## src/rtl/metro_pkg.sv

```systemverilog
// Shared definitions for the metro turnstile datapath.
// Holds the card receiver state encodings, frame framing constants and the
// access-code width that the turnstile FSM also imports.
package metro_pkg;

  localparam int CODE_W = 4;

  localparam logic START_BIT = 1'b1;
  localparam logic STOP_BIT  = 1'b0;

  localparam logic [2:0] RX_IDLE   = 3'd0;
  localparam logic [2:0] RX_DATA   = 3'd1;
  localparam logic [2:0] RX_PARITY = 3'd2;
  localparam logic [2:0] RX_STOP   = 3'd3;
  localparam logic [2:0] RX_HOLD   = 3'd4;

  typedef enum logic [2:0] {
    ST_IDLE   = RX_IDLE,
    ST_DATA   = RX_DATA,
    ST_PARITY = RX_PARITY,
    ST_STOP   = RX_STOP,
    ST_HOLD   = RX_HOLD
  } rx_state_t;

  // Even parity over data plus parity bit: true when the XOR of all is zero.
  function automatic logic parity_ok(input logic [CODE_W-1:0] d, input logic p);
    return ~((^d) ^ p);
  endfunction

endpackage

```

## src/rtl/card_frame_rx.sv

```systemverilog
// card_frame_rx: deserialises strobed card-reader frames into a 4-bit access
// code. Frame = start(1), d3..d0, even parity, stop(0). One code per tap.
// Ports:
//   clk             - clock, rising edge
//   reset           - asynchronous active-low reset
//   card_present    - high while a card is in the field
//   card_bit_strobe - one-cycle strobe qualifying card_data
//   card_data       - serial frame bit
//   access_code     - last accepted code, stable between accepts
//   valid_code      - one-cycle pulse when access_code is updated
//   frame_error     - one-cycle pulse on a rejected/aborted/timed-out frame
//   busy            - high whenever the receiver is not idle
//   rx_state        - current state encoding (debug)
module card_frame_rx
  import metro_pkg::*;
#(
  parameter int TIMEOUT_CYCLES = 64,
  parameter int TW             = $clog2(TIMEOUT_CYCLES + 1)
) (
  input  logic              clk,
  input  logic              reset,
  input  logic              card_present,
  input  logic              card_bit_strobe,
  input  logic              card_data,
  output logic [CODE_W-1:0] access_code,
  output logic              valid_code,
  output logic              frame_error,
  output logic              busy,
  output logic [2:0]        rx_state
);

  rx_state_t         state_q, state_d;
  logic [CODE_W-1:0] shift_q, shift_d;
  logic [1:0]        cnt_q, cnt_d;
  logic              par_q, par_d;
  logic [TW-1:0]     timer_q, timer_d;
  logic [CODE_W-1:0] code_q, code_d;
  logic              valid_q, valid_d;
  logic              err_q, err_d;
  logic              busy_q, busy_d;

  logic [TW-1:0]     timer_inc;
  logic              timeout_hit;

  // Saturating increment; the timeout fires on the edge the count would
  // reach TIMEOUT_CYCLES, i.e. after TIMEOUT_CYCLES strobe-free edges.
  assign timer_inc   = (timer_q == TW'(TIMEOUT_CYCLES)) ? timer_q : timer_q + TW'(1);
  assign timeout_hit = (timer_inc == TW'(TIMEOUT_CYCLES));

  always_comb begin
    state_d = state_q;
    shift_d = shift_q;
    cnt_d   = cnt_q;
    par_d   = par_q;
    timer_d = '0;
    code_d  = code_q;
    valid_d = 1'b0;
    err_d   = 1'b0;
    case (state_q)
      ST_IDLE: begin
        if (card_present && card_bit_strobe && card_data == START_BIT) begin
          state_d = ST_DATA;
          cnt_d   = 2'd0;
        end
      end
      ST_DATA, ST_PARITY, ST_STOP: begin
        // Card removal aborts the frame even if a strobe arrives with it.
        if (!card_present) begin
          state_d = ST_IDLE;
          err_d   = 1'b1;
        end else if (card_bit_strobe) begin
          if (state_q == ST_DATA) begin
            shift_d = {shift_q[CODE_W-2:0], card_data};
            cnt_d   = cnt_q + 2'd1;
            if (cnt_q == 2'd3) state_d = ST_PARITY;
          end else if (state_q == ST_PARITY) begin
            par_d   = card_data;
            state_d = ST_STOP;
          end else begin
            state_d = ST_HOLD;
            if (card_data == STOP_BIT && parity_ok(shift_q, par_q)) begin
              code_d  = shift_q;
              valid_d = 1'b1;
            end else begin
              err_d = 1'b1;
            end
          end
        end else if (timeout_hit) begin
          state_d = ST_HOLD;
          err_d   = 1'b1;
        end else begin
          timer_d = timer_inc;
        end
      end
      ST_HOLD: begin
        if (!card_present) state_d = ST_IDLE;
      end
      default: state_d = ST_IDLE;
    endcase
    busy_d = (state_d != ST_IDLE);
  end

  always_ff @(posedge clk or negedge reset) begin
    if (!reset) begin
      state_q <= ST_IDLE;
      shift_q <= '0;
      cnt_q   <= '0;
      par_q   <= 1'b0;
      timer_q <= '0;
      code_q  <= '0;
      valid_q <= 1'b0;
      err_q   <= 1'b0;
      busy_q  <= 1'b0;
    end else begin
      state_q <= state_d;
      shift_q <= shift_d;
      cnt_q   <= cnt_d;
      par_q   <= par_d;
      timer_q <= timer_d;
      code_q  <= code_d;
      valid_q <= valid_d;
      err_q   <= err_d;
      busy_q  <= busy_d;
    end
  end

  assign access_code = code_q;
  assign valid_code  = valid_q;
  assign frame_error = err_q;
  assign busy        = busy_q;
  assign rx_state    = state_q;

endmodule

```

## config.mk

```make
export PLATFORM = sky130hd
export DESIGN_NAME = card_frame_rx
export DESIGN_NICKNAME = d
export VERILOG_FILES = /design/src/rtl/metro_pkg.sv /design/src/rtl/card_frame_rx.sv
export SDC_FILE = /design/constraint.sdc
export NUM_CORES = 1
export LEC_CHECK = 0
export ABC_AREA = 1
export CORE_ASPECT_RATIO = 0.9
export CORE_MARGIN = 1.5
export CORE_UTILIZATION = 48
export DETAILED_ROUTE_END_ITERATION = 8
export PLACE_DENSITY = 0.73
export SLEW_MARGIN = 10
export SYNTH_ARGS = -nofsm -noshare
export SYNTH_HDL_FRONTEND = slang
export SYNTH_SLANG_ARGS = --single-unit
```

## constraint.sdc

```tcl
create_clock -name clk -period 1.6 [get_ports clk]
set_input_delay 0.24 -clock clk [delete_from_list [all_inputs] [get_ports clk]]
set_output_delay 0.24 -clock clk [all_outputs]
set_load 0.02 [all_outputs]
```

==> flow_summary_export.csv <==
group,metric,value,unit
status,status,"finished with violations",
status,violations,"negative setup slack",
floorplanning,std_cell_rows,17,
critical_path,cp_data_required_time,1.81,ns
logic_synthesis,syn_area,1230,sq um
sta,min_period_over_period,104.5,%
critical_path,cp.arrival,1.88,ns
sta,finalCriticalPeriod,1.671,ns
global_routing,grt_pass1_wl,4029,um
final_layout,drive_gt1_share,30.73,%
logic_synthesis,yosys-top-cells-area,"dfrtp_1, nand2_1, inv_1, nand3_1, nor2_1",
clock_network,clk_path_buf_depth,2,
clock_network,cts_htree_levels,1,
critical_path,rrSetupSlack,-0.07,ns
critical_path,startpoint_type,"register",
min_path,min_path_type,"in -> async",
floorplanning,pin_count,15,
floorplanning,die_area,2875,sq um
critical_path,worstSetupEndpointType,"register",
sta,final_max_slew_viol_count,0,
logic_synthesis,ys_async_sr_fraction,100.0,%
global_routing,antenna_found_initial,0,
logic_synthesis,synth_ff_type,"dfrtp_1",
drt,via_per_inst,5.174,
final_layout,area_growth,34.18,%
logic_synthesis,yosysWarnings,0,
clock_network,clock_sinks,24,
final_layout,finalCoreUtilization,67.47,%
power,clockPowerShare,31.7,%
final_layout,final-seq-area,603.1,sq um
sta,setup_viol,2,
sta,fin_worst_skew,0.004413,ns
floorplanning,core_region_area,2446,sq um
drt,drc,0,
power,intPower,1.001,mW
clock_network,root_buffer,"clkbuf_4",
logic_synthesis,synth_area_leader_cell,"dfrtp_1",
sta,rsz0062_at_grt,"yes",
power,switchingPower,0.3419,mW
global_routing,grt_max_degree,25,
logic_synthesis,synth_edf_count,0,
final_layout,postLayoutCellArea,1650,sq um
drt,wl,2463,um
final_layout,antenna_cells,0,
power,sw_frac_of_total,25.47,%
critical_path,path_class,"reg -> reg",
clock_network,cts_tree,"done",
logic_synthesis,synthTopCellsByCount,"nand2_1, dfrtp_1, inv_1",
critical_path,startpoint,"timer_q[0]",
drt,drtPass1Iterations,4,
place,finalWeightedCongestion,0.8572,
power,ir_drop,0.7116,mV
sta,whs,0.2768,ns
clock_network,ctsHoldBuffers,0,
logic_synthesis,synth_most_common_cell,"nand2_1",
sta,fin_ws,-0.07135,ns
drt,wl_per_cell,11.90,um
logic_synthesis,synth_cell_types,24,
sta,relSlewSlack,77.27,%
global_routing,grt_pass1_vias,1036,
sta,fin_tns_setup,-0.1189,ns
drt,drt_iter0_markers,32,
clock_network,clkTransAtPathRegs,0.13,ns
floorplanning,start_util,50.28,%
global_routing,grt_overflow,0,
sta,worst_pin_slew,0.3398,ns
final_layout,nFillCells,184,
critical_path,path_max_fanout,4,
place,io_buffer_count,14,
final_layout,nets,188,
job,maxCapViolCount,0,
drt,ant_nets,0,
logic_synthesis,ys_seq_area_share,48.83,%
logic_synthesis,synth_top_area_share,48.83,%
power,combPwrFrac,17.6,%
global_routing,grt_usage,17.80,%
place,place_area,1495,sq um
clock_network,cts_made_buffers,3,
floorplanning,die_h,51.02,um
logic_synthesis,ys_ff_latch,24,
final_layout,multi_input_area,635.6,sq um
drt,vias,1071,
power,total_power,1.342,mW
power,leakagePower,0.7910,nW
logic_synthesis,netlist_instances,146,
place,dp_hpwl,1726,um
logic_synthesis,syn_area_per_cell,8.424,sq um
clock_network,insertion_delay,0.30,ns
sta,fmax,598.3,MHz
logic_synthesis,syn-num-nets,154,
power,seqPwrFrac,50.7,%
floorplanning,die_w,56.36,um
critical_path,timing.rr.start,"timer_q[0]",
power,powerDensity,813.4,nW/um^2
sta,timing.final.hold_violations,0,
-- final timing paths --
| path | endpoint | cells after the start |
|---|---|---|
| min in group clk | access_code[2] | 2 |
| setup / recovery | busy | 13 |
| setup reg to reg | busy | 13 |
| hold / removal | cnt_q[1] | 2 |
| hold reg to reg | access_code[2] | 2 |
| max in group asynchronous | timer_q[1] | 2 |
-- through the flow --
stage | cells | setup slack (ns)
after floorplan | 146 | 0.03480
after global placement | 200 | -0.06875
after detailed placement | 200 | -0.1256
after CTS | 205 | -0.07154
after global routing | 207 | -0.2125
final | 207 | -0.07135
-- state kept, by name (all words and copies together) (netlist names) --
signal       count
access_code      4
busy             1
cnt_q            2
frame_error      1
par_q            1
rx_state         3
shift_q          4
timer_q          7
valid_code       1
-- cell families (layout without fill, tap and decap cells) --
logic type	Yosys count	count (layout)	synth area share, %
adder cells (fa/ha/maj)	3	3	3.052
AND/OR/NAND/NOR	73	74	28.69
buffers and inverters	22	54	6.714
XOR/XNOR	4	4	2.849
AO/OA/AOI/OAI	20	20	9.868
flip-flops	24	24	48.83
-- layout by cell type (no fill, tap or decap), types with 2 or more instances in the layout --
cell / n
a21oi_1: 2
buf_4: 14
clkbuf_4: 3
clkdlybuf4s50_1: 11
dfrtp_1: 22
dfrtp_2: 2
dlygate4sd2_1: 3
ha_4: 2
inv_1: 17
inv_2: 5
nand2_1: 29
nand2_2: 8
nand3_1: 6
nand3_2: 6
nand4_1: 3
nor2_1: 12
nor2_2: 3
nor2_4: 2
nor3_1: 2
o21ai_0: 6
o21ai_1: 6
o21ai_2: 2
xor2_1: 2
-- layout make-up --
class,instances,area share (%)
Multi-Input combinational cell,101,38.51
Sequential cell,24,36.54
Timing Repair Buffer,28,14.63
Inverter,22,5.004
Tap cell,28,2.123
Clock inverter,1,1.820
Clock buffer,3,1.365
-- metal layers --
layer | global-route usage (%) | wire (um) | vias up
met3 | 1.519 | 54 | 4
met4 | 7.937 | 32 | 0
li1 | - | - | 537
met2 | 31.37 | 1231 | 18
met5 | 0 | 0 | -
met1 | 22.50 | 1144 | 512
-- critical path, stage by stage (launching register included) --
cell and delay [ns]:
dfrtp_2 0.47, inv_2 0.10, ha_4 0.13, nand2_2 0.04, inv_2 0.06, nand3_2 0.08
nand2_2 0.08, nand2_2 0.06, nor2_4 0.12, nand3_4 0.10, nand3_2 0.08, nand2_2 0.05
a21boi_2 0.14, nand2_1 0.07
-- repair_timing --
item | 4_1_cts | 5_1_grt
pin swaps | 2 | 10
gates cloned | 0 | 1
gates resized for setup | 10 | 17
endpoints found under the setup margin | 5 | 9
setup buffers | 1 | 1
-- power by group through the flow --
stage               sequential (mW)  clock [mW]  combinational, mW
CTS                           0.677       0.437              0.189
floorplan                     0.688           0              0.121
global placement              0.687           0              0.181
detailed placement            0.689           0              0.183
global route                  0.685       0.462              0.267
finish                        0.681       0.425              0.236
(Power assumes the default switching activity.)
